[config.mk]
export PLATFORM = sky130hd
export DESIGN_NAME = scan_decoder_flat
export DESIGN_NICKNAME = d
export VERILOG_FILES = /design/src/rtl/scan_decoder_pkg.sv /design/src/rtl/scan_decoder_if.sv /design/src/rtl/scan_decoder_dwell_counter.sv /design/src/rtl/scan_decoder.sv /design/src/flat_wrapper.sv
export SDC_FILE = /design/constraint.sdc
export NUM_CORES = 1
export LEC_CHECK = 0
export BUFFER_PORTS_ARGS = -buffer_cell sky130_fd_sc_hd__buf_2
export CELL_PAD_IN_SITES_DETAIL_PLACEMENT = 0
export CELL_PAD_IN_SITES_GLOBAL_PLACEMENT = 1
export CORE_MARGIN = 4
export CORE_UTILIZATION = 29
export DETAILED_ROUTE_END_ITERATION = 12
export PLACE_DENSITY_LB_ADDON = 0.1
export SKIP_CTS_REPAIR_TIMING = 1
export SYNTH_ARGS = -nofsm -noshare
export SYNTH_HDL_FRONTEND = slang
export SYNTH_SLANG_ARGS = --single-unit
[constraint.sdc]
create_clock -name clk -period 1.3 [get_ports clk]
set_input_delay 0.26 -clock clk [delete_from_list [all_inputs] [get_ports clk]]
set_output_delay 0.26 -clock clk [all_outputs]
set_load 0.05 [all_outputs]
[src/rtl/scan_decoder_pkg.sv]
// Shared definitions for the scan decoder: mode encodings, legal parameter
// bounds and the one-hot helpers used by the interface and the datapath.
package scan_decoder_pkg;

   typedef enum logic {
      MODE_DIRECT = 1'b0,
      MODE_SCAN   = 1'b1
   } mode_e;

   localparam int SEL_W_MIN = 1;
   localparam int SEL_W_MAX = 5;

   function automatic int onehot_width(input int sel_w);
      return 32'sd1 << sel_w;
   endfunction

   function automatic logic [31:0] onehot32(input logic [4:0] i);
      return 32'd1 << i;
   endfunction

endpackage

[src/rtl/scan_decoder_if.sv]
// Control/status bundle between a scan decoder and whatever drives it.
interface scan_decoder_if
   import scan_decoder_pkg::*;
#(
   parameter int SEL_W = 2
) ();
   localparam int N = onehot_width(SEL_W);

   logic             en_n;
   logic             mode;
   logic             load;
   logic [SEL_W-1:0] sel;
   logic [N-1:0]     y;
   logic [SEL_W-1:0] idx;
   logic             wrap;

   modport master (
      output en_n, mode, load, sel,
      input  y, idx, wrap
   );

   modport slave (
      input  en_n, mode, load, sel,
      output y, idx, wrap
   );
endinterface

[src/rtl/scan_decoder_dwell_counter.sv]
// Dwell counter: counts enabled cycles 0..DWELL-1 and flags the last one.
// tc is combinational so the caller can advance in the same cycle.
module dwell_counter #(
   parameter int DWELL = 4
) (
   input  logic clk,
   input  logic reset,
   input  logic clr,
   input  logic en,
   output logic tc
);
   localparam int CNT_W = (DWELL > 1) ? $clog2(DWELL) : 1;
   localparam logic [CNT_W-1:0] CNT_LAST = CNT_W'(DWELL - 1);

   logic [CNT_W-1:0] cnt_q;
   logic [CNT_W-1:0] cnt_d;
   logic             last_s;

   assign last_s = (cnt_q == CNT_LAST);
   assign tc     = en & last_s;

   always_comb begin
      cnt_d = cnt_q;
      if (clr) begin
         cnt_d = {CNT_W{1'b0}};
      end else if (en) begin
         cnt_d = last_s ? {CNT_W{1'b0}} : cnt_q + CNT_W'(1);
      end else begin
         cnt_d = cnt_q;
      end
   end

   always_ff @(posedge clk) begin
      if (reset) begin
         cnt_q <= {CNT_W{1'b0}};
      end else begin
         cnt_q <= cnt_d;
      end
   end
endmodule

[src/rtl/scan_decoder.sv]
// Registered one-hot decoder with direct load and auto-scan modes.
// Priority at each edge: reset, disable, load, scan advance.
module scan_decoder
   import scan_decoder_pkg::*;
#(
   parameter int SEL_W      = 2,
   parameter int DWELL      = 4,
   parameter int ACTIVE_LOW = 0
) (
   input logic           clk,
   input logic           reset,
   scan_decoder_if.slave bus
);
   localparam int   N   = onehot_width(SEL_W);
   localparam logic INV = (ACTIVE_LOW != 0);

   generate
      if (SEL_W < SEL_W_MIN || SEL_W > SEL_W_MAX) begin : g_bad_sel_w
         $error("scan_decoder: SEL_W must be in 1..5");
      end
      if (DWELL < 1) begin : g_bad_dwell
         $error("scan_decoder: DWELL must be >= 1");
      end
      if (ACTIVE_LOW != 0 && ACTIVE_LOW != 1) begin : g_bad_active_low
         $error("scan_decoder: ACTIVE_LOW must be 0 or 1");
      end
   endgenerate

   logic             enabled_s;
   logic             scan_s;
   logic             load_s;
   logic             clr_s;
   logic             adv_en_s;
   logic             tc_s;
   logic [SEL_W-1:0] idx_q, idx_d;
   logic [N-1:0]     y_q, y_d;
   logic             wrap_q, wrap_d;

   assign enabled_s = ~bus.en_n;
   assign scan_s    = (mode_e'(bus.mode) == MODE_SCAN);
   assign load_s    = enabled_s & bus.load;
   // Direct mode and loads both park the dwell count at zero.
   assign clr_s     = enabled_s & (bus.load | ~scan_s);
   assign adv_en_s  = enabled_s & scan_s & ~bus.load;

   dwell_counter #(
      .DWELL (DWELL)
   ) u_dwell (
      .clk   (clk),
      .reset (reset),
      .clr   (clr_s),
      .en    (adv_en_s),
      .tc    (tc_s)
   );

   always_comb begin
      idx_d  = idx_q;
      wrap_d = 1'b0;
      y_d    = {N{INV}};
      if (load_s) begin
         idx_d = bus.sel;
      end else if (adv_en_s && tc_s) begin
         idx_d  = idx_q + SEL_W'(1);
         wrap_d = (idx_q == {SEL_W{1'b1}});
      end else begin
         idx_d = idx_q;
      end
      if (enabled_s) begin
         y_d = N'(onehot32(5'(idx_d))) ^ {N{INV}};
      end else begin
         y_d = {N{INV}};
      end
   end

   always_ff @(posedge clk) begin
      if (reset) begin
         idx_q  <= {SEL_W{1'b0}};
         wrap_q <= 1'b0;
         y_q    <= {N{INV}};
      end else begin
         idx_q  <= idx_d;
         wrap_q <= wrap_d;
         y_q    <= y_d;
      end
   end

   assign bus.y    = y_q;
   assign bus.idx  = idx_q;
   assign bus.wrap = wrap_q;
endmodule

[src/flat_wrapper.sv]
// flat-port wrapper written by rule: the top's interface ports become plain ports
module scan_decoder_flat import scan_decoder_pkg::*;
#(
   parameter int SEL_W      = 2,
   parameter int DWELL      = 4,
   parameter int ACTIVE_LOW = 0
)
  (clk, reset, bus_en_n, bus_mode, bus_load, bus_sel, bus_y, bus_idx, bus_wrap);
  scan_decoder_if #(.SEL_W(SEL_W)) bus_i ();
  input logic clk;
  input logic reset;
  input wire logic [$bits(bus_i.en_n)-1:0] bus_en_n;
  input wire logic [$bits(bus_i.mode)-1:0] bus_mode;
  input wire logic [$bits(bus_i.load)-1:0] bus_load;
  input wire logic [$bits(bus_i.sel)-1:0] bus_sel;
  output wire logic [$bits(bus_i.y)-1:0] bus_y;
  output wire logic [$bits(bus_i.idx)-1:0] bus_idx;
  output wire logic [$bits(bus_i.wrap)-1:0] bus_wrap;
  assign bus_i.en_n = bus_en_n;
  assign bus_i.mode = bus_mode;
  assign bus_i.load = bus_load;
  assign bus_i.sel = bus_sel;
  assign bus_y = bus_i.y;
  assign bus_idx = bus_i.idx;
  assign bus_wrap = bus_i.wrap;
  scan_decoder #(.SEL_W(SEL_W), .DWELL(DWELL), .ACTIVE_LOW(ACTIVE_LOW)) u_core (.clk(clk), .reset(reset), .bus(bus_i));
endmodule
==> impl_metrics.py <==
metrics = {
    "run_status": {
        "status": "finished, violations left",
        "violations": "negative setup slack",
    },
    "setup_path": {
        "crit_type": "reg -> reg",
        "r2r_start": "u_core.bus.idx[0]",
        "critPathSlowestCell": "a2111o_1",
        "worstPathCellList": "ha_4 > nand3_2 > a21boi_4 > a2111o_1 > nor2_1",
        "path_buf_inv": 0,
        "reg2reg_to": "u_core.bus.y[2]",
        "endpoint": "u_core.bus.y[2]",
        "rr_worst_depth": 5,
        "cp_top_family": "compound AO/OA/AOI/OAI gates",
        "arrival_ps": 1550,
        "critical_path_required_ps": 1500,
        "crit_path_max_incr_delay_ps": 370,
        "path_depth": 5,
        "reg2reg_slack_ps": -50,
        "cp_max_fo": 2,
        "cp-startpoint": "u_core.bus.idx[0]",
        "setup.worst_path.end_class": "flop",
        "start_kind": "flop",
    },
    "power": {
        "p_leak_nw": 0.278,
        "peakVddDrop_uv": 434,
        "total_power_mw": 0.611,
        "p_per_area_nw_per_um2": 1030,
    },
    "floorplan": {
        "die_area_um2": 2050,
        "die_w_um": 45.3,
        "ios": 14,
        "start_util_pct": 31.1,
        "core_area_um2": 1300,
        "rows": 13,
        "die_y_um": 45.3,
    },
    "grt": {
        "grt_use_total_pct": 9.20,
        "grt_max_degree": 8,
        "grt_overflow": 0,
        "grt_pass1_wl_um": 1300,
        "grt_pass1_vias": 324,
        "antenna_found_initial": 0,
    },
    "detailed_routing": {
        "wl_um": 958,
        "drt_iter0_drc": 3,
        "firstDrtPassIters": 2,
        "avgViaCountPerCell": 4.89,
        "wl_per_cell_um": 11.5,
        "ant_nets": 0,
        "vias": 406,
        "drc": 0,
    },
    "synthesis": {
        "synth_cells": 47,
        "synth_area_per_cell_um2": 8.60,
        "syn_area_um2": 404,
        "synth_nets": 56,
        "yosysTopAreaCell": "dfxtp_1",
        "netlist.area_leader.share_pct": 44.6,
        "synth-seq-area-share_pct": 44.6,
        "synth_seq_cells": 9,
        "synth.area.top_cells": "dfxtp_1 45%, nor2_1 9.3%, a21oi_1 6.2%",
        "yosys_warnings": 0,
        "ys_types": 19,
    },
    "timing": {
        "setup_viol": 2,
        "rsz0062_at_grt": "true",
        "relSlewSlack_pct": 83.3,
        "clock.fmax_mhz": 741,
        "fin_skew_ps": 5.68,
        "final.setup.worst_slack_ps": -49.0,
        "setup-tns-final_ps": -85.3,
        "min_period_ps": 1350,
        "hold_viol_final": 0,
        "tightest_slew_ps": 252,
        "slew_viol_final": 0,
        "fin_crit_sh_pct": 104,
    },
    "cts": {
        "clk_latency_ps": 260,
        "cts_tree": "yes",
        "clock_sinks": 9,
        "clk_pin_slew_ps": 60,
        "cts_buffer_depth": 2,
        "h-tree-depth": 1,
        "cts_made_buffers": 3,
        "root_buffer": "clkbuf_4",
    },
    "place": {
        "port_buffers": 13,
        "routabilityCongestion": 0.666,
        "place_ws_ps": -20.5,
        "hpwl_um": 731,
    },
    "final_layout": {
        "nNetsFinal": 78,
        "drive_above_1_share_pct": 42.6,
        "fillers": 145,
        "final_util_pct": 45.7,
        "area_growth_syn_to_layout_pct": 47.1,
        "final_cell_mix": "13 x buf_2, 10 x nor2_1, 7 x dfxtp_1",
        "layout_commonest_cell": "buf_2",
        "antenna-diode-count": 0,
    },
    "worst_hold_path": {
        "hp-start": "reset",
        "min_path_type": "in -> reg",
    },
    "flow_run": {
        "maxCapViolations": 0,
    },
}
layer usage:
metal,share of wire [%],global-route usage [%],wire (um)
met5,0,0,0
met3,7.8,5.18,75
met2,49,13.6,465
met4,0.84,5.26,8
met1,43,10.3,408
logic make-up after synthesis:
kind of cell / Yosys count / synth area share, %
AOI/OAI and AO/OA: 12 / 18.3
adders and majority gates: 2 / 6.19
buffers and inverters: 3 / 4.95
DFF: 9 / 44.6
muxes: 1 / 2.48
and+or+nand+nor: 20 / 23.5
power by group:
| group | internal, mW | switching [mW] | total, mW |
|---|---|---|---|
| sequential | 0.283 | 0.00552 | 0.289 |
| combinational | 0.0396 | 0.0670 | 0.107 |
| clock | 0.118 | 0.0977 | 0.216 |
| total | 0.441 | 0.170 | 0.611 |
worst register-to-register path, cell delays in order, from the launching register on:
cell,delay [ps]
dfxtp_4,350
ha_4,250
nand3_2,70
a21boi_4,150
a2111o_1,370
nor2_1,100
flip-flops by register name, indices dropped and copies added (netlist names):
| signal | count |
|---|---|
| u_core.bus.idx | 2 |
| u_core.u_dwell.cnt_q | 2 |
| u_core.bus.y | 4 |
| u_core.bus.wrap | 1 |
metrics by stage:
step                      hold WS [ps]  instances  area [um2]
after detailed placement           490         79         537
after global placement             486         79         537
after CTS                          247         83         563
final                              250         83         594
after global routing               240         83         594
after floorplan                    319         47         424
synth_stat cells, drive strengths merged:
library cell	number
buf	2
mux2i	1
and3b	1
ha	2
nor2	10
o21a	1
or4	1
nand3	2
a21oi	5
nor3b	1
dfxtp	9
a2111o	1
o21ai	3
inv	1
a21boi	1
nand2b	2
nand2	3
o211ai	1
worst min path at each step:
| stage | end | slack (ps) | cells past startpoint |
|---|---|---|---|
| 2_1_floorplan | u_core.bus.idx[1] | 320 | 1 |
| 3_3_place_gp | u_core.u_dwell.cnt_q[1] | 490 | 2 |
| 3_5_place_dp | u_core.u_dwell.cnt_q[1] | 490 | 2 |
| 4_1_cts | u_core.bus.idx[1] | 250 | 2 |
| 5_1_grt | u_core.bus.idx[1] | 240 | 2 |
| 6_report | u_core.bus.idx[1] | 250 | 2 |
final cells by class:
type                    count  area, um2  area share [%]
clock buffers               4       26.3            4.42
inverters                   1       3.75           0.632
multi-input cells          35        248            41.7
flip-flops and latches      9        188            31.6
well taps                  15       18.8            3.16
repair buffers             19        110            18.5
No activity file was read; power rests on OpenSTA's default activity.
